### src/rtl/dac_spi_writer.sv
// Serialises one 12-bit sample per load strobe into a 32-bit SPI mode-0
// write frame for the external quad DAC; reports busy, done and overrun.
module dac_spi_writer #(
   parameter int unsigned CLK_DIV = 1,
   parameter logic [3:0]  CMD     = 4'b0011,
   parameter logic [3:0]  ADDR    = 4'b1111
) (
   input  logic        clk,
   input  logic        rst,
   input  logic        load,
   input  logic [11:0] sample,
   output logic        dac_cs_n,
   output logic        dac_sclk,
   output logic        dac_mosi,
   output logic        busy,
   output logic        done,
   output logic        overrun
);

   typedef enum logic [1:0] {IDLE, SHIFT, HOLD, DONE} state_t;

   localparam logic [3:0] DIV_LAST = 4'(CLK_DIV - 1);

   state_t      state;
   logic [3:0]  div_cnt;
   logic [4:0]  bit_cnt;
   logic [30:0] shreg;
   logic [31:0] word;

   assign word = {8'h00, CMD, ADDR, sample, 4'h0};

   always_ff @(posedge clk) begin
      if (rst) begin
         state    <= IDLE;
         div_cnt  <= '0;
         bit_cnt  <= '0;
         shreg    <= '0;
         dac_cs_n <= 1'b1;
         dac_sclk <= 1'b0;
         dac_mosi <= 1'b0;
         busy     <= 1'b0;
         done     <= 1'b0;
         overrun  <= 1'b0;
      end else begin
         done <= 1'b0;
         case (state)
            IDLE, DONE: begin
               // Accepting in DONE gives exactly one cycle of cs high between frames.
               if (load) begin
                  state    <= SHIFT;
                  shreg    <= word[30:0];
                  dac_mosi <= word[31];
                  dac_cs_n <= 1'b0;
                  dac_sclk <= 1'b0;
                  busy     <= 1'b1;
                  div_cnt  <= '0;
                  bit_cnt  <= 5'd31;
               end else begin
                  state    <= IDLE;
                  dac_cs_n <= 1'b1;
                  dac_mosi <= 1'b0;
                  busy     <= 1'b0;
               end
            end
            SHIFT: begin
               if (load) overrun <= 1'b1;
               if (div_cnt == DIV_LAST) begin
                  div_cnt <= '0;
                  if (!dac_sclk) begin
                     dac_sclk <= 1'b1;
                  end else begin
                     // Data only moves as sclk falls, keeping it stable at the rising edge.
                     dac_sclk <= 1'b0;
                     if (bit_cnt == 5'd0) begin
                        state <= HOLD;
                     end else begin
                        bit_cnt  <= bit_cnt - 5'd1;
                        dac_mosi <= shreg[30];
                        shreg    <= {shreg[29:0], 1'b0};
                     end
                  end
               end else begin
                  div_cnt <= div_cnt + 4'd1;
               end
            end
            HOLD: begin
               if (load) overrun <= 1'b1;
               if (div_cnt == DIV_LAST) begin
                  state    <= DONE;
                  div_cnt  <= '0;
                  dac_cs_n <= 1'b1;
                  dac_mosi <= 1'b0;
                  busy     <= 1'b0;
                  done     <= 1'b1;
               end else begin
                  div_cnt <= div_cnt + 4'd1;
               end
            end
            default: state <= IDLE;
         endcase
      end
   end

endmodule

### config.mk
export PLATFORM = sky130hd
export DESIGN_NAME = dac_spi_writer
export DESIGN_NICKNAME = d
export VERILOG_FILES = /design/src/rtl/dac_spi_writer.sv
export SDC_FILE = /design/constraint.sdc
export NUM_CORES = 1
export LEC_CHECK = 0
export ABC_CLOCK_PERIOD_IN_PS = 3500
export CORE_UTILIZATION = 45
export CTS_CLUSTER_DIAMETER = 50
export DETAILED_ROUTE_END_ITERATION = 10
export GPL_TIMING_DRIVEN = 0
export PLACE_DENSITY = 0.76
export SYNTH_ARGS = -nofsm -noshare
export SYNTH_HDL_FRONTEND = slang
export SYNTH_SLANG_ARGS = --single-unit
### constraint.sdc
create_clock -name clk -period 3.5 [get_ports clk]
set_clock_uncertainty 0.15 [all_clocks]
set_input_delay 0.7 -clock clk [delete_from_list [all_inputs] [get_ports clk]]
set_output_delay 0.7 -clock clk [all_outputs]
set_load 0.02 [all_outputs]
==> results.cfg <==
[min_path]
hold_class = flip-flop to flip-flop

[timing]
setup_viol = 0
timing.slew.headroom_pct = 53.6
tns_ps = 0
hold_viol_final = 0
rsz0062_at_grt = false
fin_crit_sh_pct = 69.8
max_freq_mhz = 409
worst-slew-pin-transition_ps = 695
min_period_ps = 2440
drv_slew = 0

[global_routing]
grt_max_degree = 13
grt_pass1_wl_um = 6960
gr-usage-all-layers_pct = 17.7
overflow = 0
grt_antenna_before_repair = 0
grt_pass1_vias = 1495

[synth]
yosys_warnings = 0
syn-cell-area_mm2 = 0.00204
synth_fp_nets = 234
syn_inst = 214
yosysTopAreaCell = dfxtp_1
synth.ff_latch_count = 44
synthArstFlopShare_pct = 0
ys.flop_type = dfxtp_1
avgSynthCellArea_um2 = 9.54
synth.distinct_cells = 44
synth_edf_count = 0
ys_seq_area_share_pct = 43.1
synth_top_cells_by_area = dfxtp_1, a21oi_1, mux2i_1
yosysTopAreaCellShare_pct = 43.1

[critical_path]
reg2reg_depth = 9
crit_end = shreg[20]
r2r_setup_slack_ps = 1160
crit_type = primary input to flip-flop
end_kind = flip-flop
timing.rr.start = state[0]
reg2reg_to = shreg[20]
cp.required_ps = 3510
cp.arrival_ps = 2450
startpoint_type = primary input
crit_start = load
cp_max_fo = 10

[route]
drt-initial-drc-count = 65
vias = 1631
wl_um = 4040
wl_per_cell_um = 13.8
antenna_left = 0
first_pass_iters = 4
drc = 0
viasPerCell = 5.59

[cts]
cts_tree = built
clkSinkCount = 44
htree_levels = 2
cts_setup_buffers = 0
clk_latency_ps = 290
cts_buffer_depth = 2
numCtsBuffers = 5
path_clk_slew_ps = 80
clk_root_buffer_cell = clkbuf_8
cts_hold_buf = 0
ctsResizeCount = 0

[run]
drv_cap = 0

[floorplan]
dieArea_mm2 = 0.00481
core_mm2 = 0.00435
ios = 21
die_w_um = 69.4
start_util_pct = 46.9
die_h_um = 69.4
fp-row-count = 24

[final_layout]
final_common_cell = dfxtp_1
syn_to_final_growth_pct = 16.3
layout_common_cells = dfxtp_1, a21oi_1, clkdlybuf4s50_1
nets = 260
fillCellCount = 416
diodes = 0
drive_above_1_share_pct = 12.9
design_area_mm2 = 0.00237

[placement]
io_buffers = 19
postPlaceCellArea_mm2 = 0.00230
gp_routability_congestion = 0.803
dpl.hpwl_um = 2850

[outcome]
outcome = finished, final reports clean

[power]
powerDensity_mw_per_mm2 = 782
leakagePower_nw = 0.831
peakVddDrop_v = 0.000472
[layout make-up]
type                            instances  area, um^2  share of cell area [%]
Buffer                                 15        73.8                    3.11
Clock buffer                            6        72.6                    3.06
Clock inverter                          1        5.00                   0.211
Inverter                               10        37.5                    1.58
Multi-Input combinational cell        145        1050                    44.2
Sequential cell                        44         881                    37.1
Tap cell                               52        65.1                    2.74
Timing Repair Buffer                   19         190                    8.01
[where the power goes]
group          total (mW)  switching [mW]  internal [mW]
registers           0.751          0.0977          0.653
clock network       0.303           0.167          0.136
logic               0.803           0.467          0.335
[flip-flops by register name, summed over array words and instances (netlist names)]
register  count
dac_sclk      1
dac_cs_n      1
busy          1
done          1
overrun       1
dac_mosi      1
shreg        27
bit_cnt       5
state         2
div_cnt       4
[cell families (layout without fill, tap and decap cells)]
group	after synthesis	in the layout	synth area share (%)
AO/OA/AOI/OAI	69	69	24.0
AND/OR/NAND/NOR	58	58	18.0
multiplexers	13	13	6.43
buffers and inverters	25	51	5.45
flip-flops	44	44	43.1
adder cells (fa/ha/maj)	5	5	3.06
[Yosys cell counts (3+ instances only)]
cell type / instances
ha_1: 5
dfxtp_1: 44
nand2b_1: 9
a21oi_1: 28
nand2_1: 3
o21ai_0: 6
a211oi_1: 14
nand3_1: 3
nor2_1: 13
clkbuf_1: 6
mux2i_1: 12
inv_1: 10
buf_2: 5
nor3_1: 12
o22ai_2: 7
[worst min-delay path by stage]
| stage | startpoint | end | slack [ps] | depth (start not counted) |
|---|---|---|---|---|
| 2_1_floorplan | shreg[30] | dac_mosi | 290 | 2 |
| 3_3_place_gp | overrun | overrun | 300 | 2 |
| 3_5_place_dp | overrun | overrun | 310 | 2 |
| 4_1_cts | overrun | overrun | 330 | 2 |
| 5_1_grt | shreg[4] | shreg[4] | 360 | 2 |
| 6_report | overrun | overrun | 320 | 2 |
[layer usage]
metal	vias to the layer above	GRT usage, %	routed length [um]
met4	0	6.12	53
li1	828	-	-
met5	-	0	0
met1	769	24.0	2020
met3	6	3.49	132
met2	28	27.9	1830
[per-stage QoR]
step	cells	setup slack, ps	hold WS, ps	power, mW	util (%)
6_report	292	1060	324	1.86	54.5
5_1_grt	292	959	357	1.99	54.5
4_1_cts	292	1060	333	1.86	54.5
3_5_place_dp	285	761	312	1.56	52.8
3_3_place_gp	285	758	298	1.54	52.8
2_1_floorplan	214	1370	294	1.37	-
[worst max-delay path, cell delays in order]
cell and delay [ps]:
clkdlybuf4s50_1 590, nor2b_1 150, or4_1 540, buf_2 190
buf_6 160, nor2_2 70, nor3_1 40
No activity file was read; power rests on OpenSTA's default activity.
